## src/rtl/adc_frontend_pkg.sv

```systemverilog
// ============================================================================
// Module      : adc_frontend_pkg
// Description : Shared ADC front-end constants, serializer state encoding and
//               the word <-> DDR lane-pair mapping used by assembler/serializer.
// Revision    : 1.0 - initial release
// ============================================================================
`default_nettype none

package adc_frontend_pkg;

    localparam int ADC_LANES     = 8;
    localparam int ADC_DATA_BITS = 14;
    localparam int ADC_WORD_W    = 2 * ADC_LANES;

    typedef enum logic [1:0] {
        ST_IDLE = 2'd0,
        ST_RUN  = 2'd1,
        ST_TEST = 2'd2
    } ser_state_e;

    typedef struct packed {
        logic [ADC_LANES-1:0] rise;
        logic [ADC_LANES-1:0] fall;
    } lane_pair_t;

    // Even word bits ride the rising half-cycle, odd bits the falling one.
    function automatic lane_pair_t map_word(input logic [ADC_WORD_W-1:0] w,
                                            input int                    data_bits);
        lane_pair_t p;
        p = '0;
        for (int i = 0; i < ADC_LANES; i++) begin
            p.rise[i] = (2*i   < data_bits) ? w[2*i]   : 1'b0;
            p.fall[i] = (2*i+1 < data_bits) ? w[2*i+1] : 1'b0;
        end
        return p;
    endfunction

endpackage

`default_nettype wire

```

## src/rtl/ser_skid_fifo.sv

```systemverilog
// ============================================================================
// Module      : ser_skid_fifo
// Description : 2-entry FIFO; ready depends only on the stored count.
// Revision    : 1.0 - initial release
// ============================================================================
`default_nettype none

module ser_skid_fifo #(
    parameter int WIDTH = 14
) (
    input  logic             clk,
    input  logic             rst_n,
    input  logic [WIDTH-1:0] push_data_i,
    input  logic             push_valid_i,
    output logic             push_ready_o,
    input  logic             pop_i,
    output logic [WIDTH-1:0] pop_data_o,
    output logic             empty_o
);

    logic [WIDTH-1:0] mem_q [2];
    logic             wr_ptr_q;
    logic             rd_ptr_q;
    logic [1:0]       count_q;
    logic [1:0]       count_d;
    logic             w_push;
    logic             w_pop;

    assign push_ready_o = (count_q != 2'd2);
    assign empty_o      = (count_q == 2'd0);
    assign w_push       = push_valid_i && push_ready_o;
    assign w_pop        = pop_i && !empty_o;
    assign pop_data_o   = mem_q[rd_ptr_q];

    always_comb begin
        count_d = count_q;
        if (w_push && !w_pop) begin
            count_d = count_q + 2'd1;
        end else if (w_pop && !w_push) begin
            count_d = count_q - 2'd1;
        end
    end

    always_ff @(posedge clk or negedge rst_n) begin
        if (!rst_n) begin
            mem_q[0] <= '0;
            mem_q[1] <= '0;
            wr_ptr_q <= 1'b0;
            rd_ptr_q <= 1'b0;
            count_q  <= 2'd0;
        end else begin
            if (w_push) begin
                mem_q[wr_ptr_q] <= push_data_i;
                wr_ptr_q        <= ~wr_ptr_q;
            end
            if (w_pop) begin
                rd_ptr_q <= ~rd_ptr_q;
            end
            count_q <= count_d;
        end
    end

endmodule

`default_nettype wire

```

## src/rtl/word_serializer.sv

```systemverilog
// ============================================================================
// Module      : word_serializer
// Description : Buffers parallel sample words and drives them onto DDR lanes
//               as rise/fall bit pairs; counts starved cycles.
//               ADC_SER_TESTPAT_EN adds a TEST state emitting a ramp pattern.
// Revision    : 1.0 - initial release
// ============================================================================
`default_nettype none

module word_serializer
    import adc_frontend_pkg::*;
#(
    parameter int LANES      = ADC_LANES,
    parameter int DATA_BITS  = ADC_DATA_BITS,
    parameter int UNDERRUN_W = 16
) (
    input  logic                  dco_clk,
    input  logic                  rst_n,
    input  logic [2*LANES-1:0]    word_in,
    input  logic                  word_in_valid,
    output logic                  word_in_ready,
    input  logic                  test_mode,
    output logic [LANES-1:0]      rise_bits,
    output logic [LANES-1:0]      fall_bits,
    output logic                  lane_valid,
    output logic [UNDERRUN_W-1:0] underrun_count
);

    localparam int WORD_W = 2 * LANES;

    ser_state_e            state_q;
    logic [LANES-1:0]      rise_q;
    logic [LANES-1:0]      fall_q;
    logic                  valid_q;
    logic [UNDERRUN_W-1:0] underrun_q;

    logic                  w_fifo_ready;
    logic                  w_empty;
    logic                  w_pop;
    logic                  w_in_test;
    logic [DATA_BITS-1:0]  w_fifo_data;
    logic [DATA_BITS-1:0]  w_src;
    logic [LANES-1:0]      w_rise;
    logic [LANES-1:0]      w_fall;
    logic [WORD_W-1:0]     w_unused_word;

    // Bits at or above DATA_BITS are never transmitted, so they are not stored.
    assign w_unused_word = word_in;

`ifdef ADC_SER_TESTPAT_EN
    logic [DATA_BITS-1:0] ramp_q;

    assign w_in_test = (state_q == ST_TEST);
    assign w_pop     = !w_in_test && !test_mode;
    assign w_src     = w_in_test ? ramp_q : w_fifo_data;
`else
    logic w_unused_test_mode;

    assign w_unused_test_mode = test_mode;
    assign w_in_test          = 1'b0;
    assign w_pop              = 1'b1;
    assign w_src              = w_fifo_data;
`endif

    assign word_in_ready = w_fifo_ready && !w_in_test;

    ser_skid_fifo #(
        .WIDTH (DATA_BITS)
    ) u_fifo (
        .clk          (dco_clk),
        .rst_n        (rst_n),
        .push_data_i  (word_in[DATA_BITS-1:0]),
        .push_valid_i (word_in_valid && !w_in_test),
        .push_ready_o (w_fifo_ready),
        .pop_i        (w_pop),
        .pop_data_o   (w_fifo_data),
        .empty_o      (w_empty)
    );

    for (genvar i = 0; i < LANES; i++) begin : g_lane
        if (2*i < DATA_BITS) begin : g_rise
            assign w_rise[i] = w_src[2*i];
        end else begin : g_rise_zero
            assign w_rise[i] = 1'b0;
        end
        if (2*i+1 < DATA_BITS) begin : g_fall
            assign w_fall[i] = w_src[2*i+1];
        end else begin : g_fall_zero
            assign w_fall[i] = 1'b0;
        end
    end

    always_ff @(posedge dco_clk or negedge rst_n) begin
        if (!rst_n) begin
            state_q    <= ST_IDLE;
            rise_q     <= '0;
            fall_q     <= '0;
            valid_q    <= 1'b0;
            underrun_q <= '0;
`ifdef ADC_SER_TESTPAT_EN
            ramp_q     <= '0;
`endif
        end
`ifdef ADC_SER_TESTPAT_EN
        else if (state_q == ST_TEST) begin
            if (!test_mode) begin
                state_q <= ST_IDLE;
                rise_q  <= '0;
                fall_q  <= '0;
                valid_q <= 1'b0;
            end else begin
                rise_q  <= w_rise;
                fall_q  <= w_fall;
                valid_q <= 1'b1;
                ramp_q  <= ramp_q + 1'b1;
            end
        end else if (test_mode) begin
            // Entry cycle already emits ramp value 0, which maps to all-zero lanes.
            state_q <= ST_TEST;
            rise_q  <= '0;
            fall_q  <= '0;
            valid_q <= 1'b1;
            ramp_q  <= DATA_BITS'(1);
        end
`endif
        else if (!w_empty) begin
            state_q <= ST_RUN;
            rise_q  <= w_rise;
            fall_q  <= w_fall;
            valid_q <= 1'b1;
        end else begin
            rise_q  <= '0;
            fall_q  <= '0;
            valid_q <= 1'b0;
            if ((state_q == ST_RUN) && (underrun_q != {UNDERRUN_W{1'b1}})) begin
                underrun_q <= underrun_q + 1'b1;
            end
        end
    end

    assign rise_bits      = rise_q;
    assign fall_bits      = fall_q;
    assign lane_valid     = valid_q;
    assign underrun_count = underrun_q;

endmodule

`default_nettype wire

```

## config.mk

```make
export PLATFORM = sky130hd
export DESIGN_NAME = word_serializer
export DESIGN_NICKNAME = d
export VERILOG_FILES = /design/src/rtl/adc_frontend_pkg.sv /design/src/rtl/ser_skid_fifo.sv /design/src/rtl/word_serializer.sv
export SDC_FILE = /design/constraint.sdc
export NUM_CORES = 1
export LEC_CHECK = 0
export ABC_CLOCK_PERIOD_IN_PS = 2100
export BUFFER_PORTS_ARGS = -buffer_cell sky130_fd_sc_hd__buf_4
export CAP_MARGIN = 40
export CORE_MARGIN = 3
export CORE_UTILIZATION = 40
export CTS_BUF_LIST = sky130_fd_sc_hd__clkbuf_4 sky130_fd_sc_hd__clkbuf_8
export CTS_CLUSTER_DIAMETER = 150
export DETAILED_ROUTE_END_ITERATION = 7
export PLACE_DENSITY_LB_ADDON = 0.05
export SYNTH_ARGS = -nofsm -noshare
export SYNTH_HDL_FRONTEND = slang
export SYNTH_HIERARCHICAL = 1
export SYNTH_SLANG_ARGS = --single-unit
```

## constraint.sdc

```tcl
create_clock -name dco_clk -period 2.1 [get_ports dco_clk]
set_input_delay 0.525 -clock dco_clk [delete_from_list [all_inputs] [get_ports dco_clk]]
set_output_delay 0.525 -clock dco_clk [all_outputs]
set_load 0.1 [all_outputs]
```

==> run summary, run 1 <==
Final Cycle Share: 83.5%
Vias in the first global route: 1,681
Initial antenna violation count: 0
Final antenna-violating net count: 0
Post-CTS sizing: 0
Top post-synthesis cells by area: dfrtp_1 56%, mux2_4 11%, mux2_2 8.6%
Share of layout cells above drive strength 1: 51.6%
Crit-path cells: nand2b_4 -> buf_4
Hold_buf cts: 0
Die height: 90.9 um
Die area: 0.00825 mm^2
DIE WIDTH: 90.9 um
Routed len/inst: 14.3 um
Synth Cell Area: 0.00288 mm^2
Final GP Congestion: 0.738
RSZ-0062 raised after global routing: false
Total gr overflow: 0
Initial DRC Count: 81
CP max-delay cell: dfrtp_1
Final net count: 275
Routed vias: 1,663
H-tree depth: 3
Final Hold Viols: 0
Synth Register Bits: 64
Critical Path Max Stage Delay: 0.45 ns
Port bufs: 48
Max clock buf depth: 2
Sequential area share after synthesis: 55.6%
Avg Inst Size Synth: 14.4 um^2
Share of the synthesized area in the top cell type: 55.6%
Worst-path fanout max: 5
Max Cap Viol: 0
Metal-1 WL: 2570 um
Metal2 WL: 2200 um
Outcome: finished, final reports clean
Cell row count: 30
Final WL: 5070 um
Vias per cell: 4.70
Synth cell types: 34
DRC: 0
Minimum clock period: 1.75 ns
CP Capture Type: output port
Crit path launch type: flip-flop
# clock sinks: 64
Post-DP HPWL: 3290 um
DR pass1 iterations: 4
Largest net degree at the start of global routing: 38
CTS Root Buffer Type: clkbuf_8
Yosys warnings: 6
Starting Density: 41.9%
Post-CTS Setup Inserts: 0
Peak Freq: 0.570 GHz
Clock Latency Late Sink: 0.32 ns
CP arrival: 1.23 ns
Required time worst endpoint: 1.57 ns
Critical path class: flip-flop to output port
Dominant cell type by area after synthesis: dfrtp_1
N_diodes: 0
Mapped Cells: 200
Worst Hold Class: primary input to asynchronous set/reset pin
Total core area: 0.00687 mm^2
Syn-to-layout area delta: 22.8%
Max-slew violations: 0
Final setup viols: 0
Top Ports: 54
Worst-path clk slew: 0.07 ns
Routed wl met3: 233 um
Clock Skews: 0.00864 ns
Top sig layer: met4
Total GRT Usage: 13.1%
TritonCTS clock tree: built
First-pass GRT wire length: 8520 um
Setup TNS: 0 ns
CTS Buf Count: 9
-- per-layer routing --
metal | global-route usage [%] | up-vias
li1 | - | 794
met1 | 19.3 | 821
met2 | 18.0 | 42
met3 | 3.00 | 6
met4 | 6.41 | 0
met5 | 0 | -
-- per-stage QoR --
step                      worst slack [ns]  hold WS (ns)  instances  util, %  cell area [um^2]
after detailed placement             0.449         0.476        338     48.3              3320
after CTS                            0.323         0.115        354     51.5              3540
final                                0.346         0.114        354     51.5              3540
after global routing                 0.264         0.128        354     51.5              3540
after floorplan                     0.0101         0.229        201        -              2900
after global placement               0.445         0.470        338     48.3              3320
-- area by class of cell --
class | count | area (um^2)
flip-flops and latches | 64 | 1610
inverters | 2 | 7.51
clock buffers | 14 | 186
well taps | 96 | 120
multi-input cells | 124 | 1170
fillers | 601 | 3330
repair buffers | 52 | 403
clock inverters | 2 | 35.0
-- cell families after synthesis --
logic type | share of synthesized area (%)
compound gates | 0.521
xor+xnor | 5.78
fa+ha+maj | 0.869
buf+inv | 3.95
flops | 55.6
mux | 19.9
other cells | 0.261
simple gates | 13.1
-- state kept, by name, summed over array words and instances (netlist names) --
| register | count |
|---|---|
| lane_valid | 1 |
| u_fifo/count_q | 2 |
| u_fifo/mem_q | 28 |
| u_fifo/wr_ptr_q | 1 |
| fall_bits | 7 |
| underrun_count | 16 |
| u_fifo/rd_ptr_q | 1 |
| rise_bits | 7 |
| state_q | 1 |
-- worst max-delay path, delay by kind of cell, from the launching register on --
kind | cells | cell delay, ns
buffers and inverters | 1 | 0.29
DFF | 1 | 0.45
and+or+nand+nor | 1 | 0.18
-- placed cells by master (no fill, tap or decap), types with 2 or more instances in the layout --
| cell | instances |
|---|---|
| nor3_1 | 4 |
| clkbuf_8 | 13 |
| mux2_2 | 22 |
| xnor2_1 | 9 |
| nor2b_1 | 14 |
| nand4_1 | 3 |
| nand3_1 | 9 |
| dfrtp_2 | 10 |
| buf_4 | 51 |
| nand2_1 | 2 |
| and4_1 | 2 |
| a21oi_1 | 2 |
| and3_1 | 4 |
| mux2_4 | 21 |
| dfrtp_1 | 54 |
| and4_4 | 4 |
| ha_1 | 2 |
| inv_1 | 2 |
| xor2_1 | 10 |
| conb_1 | 3 |
-- cells in the mapped netlist --
cell and number:
xor2_1 10, nor4_4 1, buf_4 2, nor3b_2 1, dfrtp_1 64, nand4_1 3, mux2i_1 1, a21oi_1 2
nor3_1 4, nor2_4 1, and2_2 1, o21ai_0 1, ha_1 2, and4_4 4, nand2b_1 1, buf_12 2
buf_2 2, nor2_1 2, clkbuf_1 2, nand2_4 1, nand2_1 2, mux2_2 22, and3b_1 1, conb_1 2
mux2_4 21, nor2b_1 14, nand2b_4 1, nand3_1 9, and4_1 2, inv_1 2, and3_4 1, and3_1 4
buf_6 3, xnor2_1 9
-- worst paths after layout --
kind                            cells past startpoint            endpoint          startpoint  slack, ns
worst max register to register                      5   underrun_count[1]   underrun_count[0]       0.43
worst min register to register                      1  underrun_count[12]  underrun_count[12]       0.48
worst min-delay path                                1        rise_bits[3]               rst_n       0.11
min in group dco_clk                                2    u_fifo/mem_q[19]          word_in[5]       0.43
max in group asynchronous                           2   underrun_count[0]               rst_n       1.45
worst max-delay path                                2       word_in_ready   u_fifo/count_q[0]       0.35
Power of run 1 is left out: the tool's default activity adds up to more than one toggle a clock period on the data nets, which glitch-free logic cannot reach.
==> run 2: changes to the inputs <==
--- a/config.mk
+++ b/config.mk
@@ -5,7 +5,7 @@
 export SDC_FILE = /design/constraint.sdc
 export NUM_CORES = 1
 export LEC_CHECK = 0
-export ABC_CLOCK_PERIOD_IN_PS = 2100
+export ABC_CLOCK_PERIOD_IN_PS = 1550
 export BUFFER_PORTS_ARGS = -buffer_cell sky130_fd_sc_hd__buf_4
 export CAP_MARGIN = 40
 export CORE_MARGIN = 3
==> constraint.sdc (replaced) <==
create_clock -name dco_clk -period 1.55 [get_ports dco_clk]
set_input_delay 0.3875 -clock dco_clk [delete_from_list [all_inputs] [get_ports dco_clk]]
set_output_delay 0.3875 -clock dco_clk [all_outputs]
set_load 0.1 [all_outputs]
==> run summary, run 2 (synthesized netlist as in run 1, its figures left out) <==
Initial antenna violation count: 0
HP Start: word_in[3]
Worst-path clk slew: 0.07 ns
Cell row count: 30
CTS Root Buffer Type: clkbuf_8
Final net count: 288
Die area: 0.00825 mm^2
Crit path launch type: flip-flop
Initial DRC Count: 95
Total gr overflow: 0
Die height: 90.9 um
Routed vias: 1,697
Final Cycle Share: 100%
DRC: 0
Final GP Congestion: 0.675
Syn-to-layout area delta: 32.1%
Total GRT Usage: 13.6%
Minimum clock period: 1.56 ns
# clock sinks: 64
Post-DP HPWL: 3520 um
Commonest cells after routing, fill and taps aside: 55 x buf_4, 47 x dfrtp_1, 22 x mux2_2
Commonest non-fill, non-tap cell in the layout: buf_4
DR pass1 iterations: 4
Outcome: finished, violations left
DIE WIDTH: 90.9 um
Clock Skews: 0.0113 ns
Crit-path cells: ha_4 -> and3_4 -> and4_4 -> nor2_4 -> mux2_4
Clock Latency Late Sink: 0.33 ns
Failing checks: setup timing
Worst Hold Class: primary input to flip-flop
Vias in the first global route: 1,794
CTS Buf Count: 9
PnR worst setup slack: -0.00638 ns
Port bufs: 48
Max clock buf depth: 2
CP arrival: 1.77 ns
Routed len/inst: 14.1 um
Reg with most FFs: u_fifo/mem_q
Crit Reg-Reg Startpoint: underrun_count[1]
TritonCTS clock tree: built
Final antenna-violating net count: 0
CP startpoint: underrun_count[1]
Max-slew violations: 0
Starting Density: 41.9%
Final WL: 5190 um
First-pass GRT wire length: 8950 um
Share of layout cells above drive strength 1: 58.7%
Top Ports: 54
Critical path class: flip-flop to flip-flop
CP Capture Type: flip-flop
Max FFs per register: 28
Critical Path Max Stage Delay: 0.49 ns
CP max-delay cell: dfrtp_4
Max Cap Viol: 0
Vias per cell: 4.62
Total core area: 0.00687 mm^2
Peak Freq: 0.643 GHz
N_diodes: 0
Largest net degree at the start of global routing: 31
Final Hold Viols: 0
Final setup viols: 1
Final core utilization: 55.4%
RSZ-0062 raised after global routing: true
Required time worst endpoint: 1.76 ns
H-tree depth: 3
Worst-path fanout max: 7
-- run 2: critical path, delay by kind of cell, from the launching register on --
kind | cells | cell delay, ns
and+or+nand+nor | 3 | 0.49
DFF | 1 | 0.49
muxes | 1 | 0.30
adders and majority gates | 1 | 0.17
-- run 2: area by class of cell --
| cell class | instances | area, um^2 |
|---|---|---|
| inverters | 2 | 7.51 |
| clock inverters | 5 | 81.3 |
| fillers | 598 | 3060 |
| clock buffers | 11 | 139 |
| well taps | 96 | 120 |
| repair buffers | 65 | 589 |
| multi-input cells | 124 | 1210 |
| flip-flops and latches | 64 | 1660 |
-- run 2: path summary, 6_finish.rpt --
check | slack [ns] | cells after the start | end
max | -0.006 | 5 | underrun_count[1]
min | 0.30 | 2 | u_fifo/mem_q[17]
max reg2reg | -0.006 | 5 | underrun_count[1]
min reg2reg | 0.49 | 1 | u_fifo/wr_ptr_q
max in group asynchronous | 0.55 | 3 | u_fifo/mem_q[15]
min in group asynchronous | 0.52 | 2 | underrun_count[5]
-- run 2: stage by stage --
stage          area (um^2)   TNS, ns  setup slack (ns)  hold WS [ns]  instances
6_report              3810  -0.00638          -0.00638         0.299        367
5_1_grt               3810    -0.131           -0.0471         0.285        367
4_1_cts               3800  -0.00866          -0.00866         0.279        367
3_5_place_dp          3520         0           0.00873         0.337        350
3_3_place_gp          3520         0            0.0165         0.337        350
2_1_floorplan         2990     -3.35            -0.259        0.0919        201
-- run 2: timing repair --
action,CTS,global route
hold endpoints to repair,26,0
resized for setup,11,4
endpoints found under the setup margin,5,11
gates cloned,0,0
hold buffers,1,0
setup buffers,0,0
-- run 2: layer usage --
layer	track usage, %	share of wire [%]
met1	19.4	50
met2	19.5	44
met3	2.83	4.0
met4	7.16	1.9
met5	0	0
Power of run 2 is left out for the same reason.
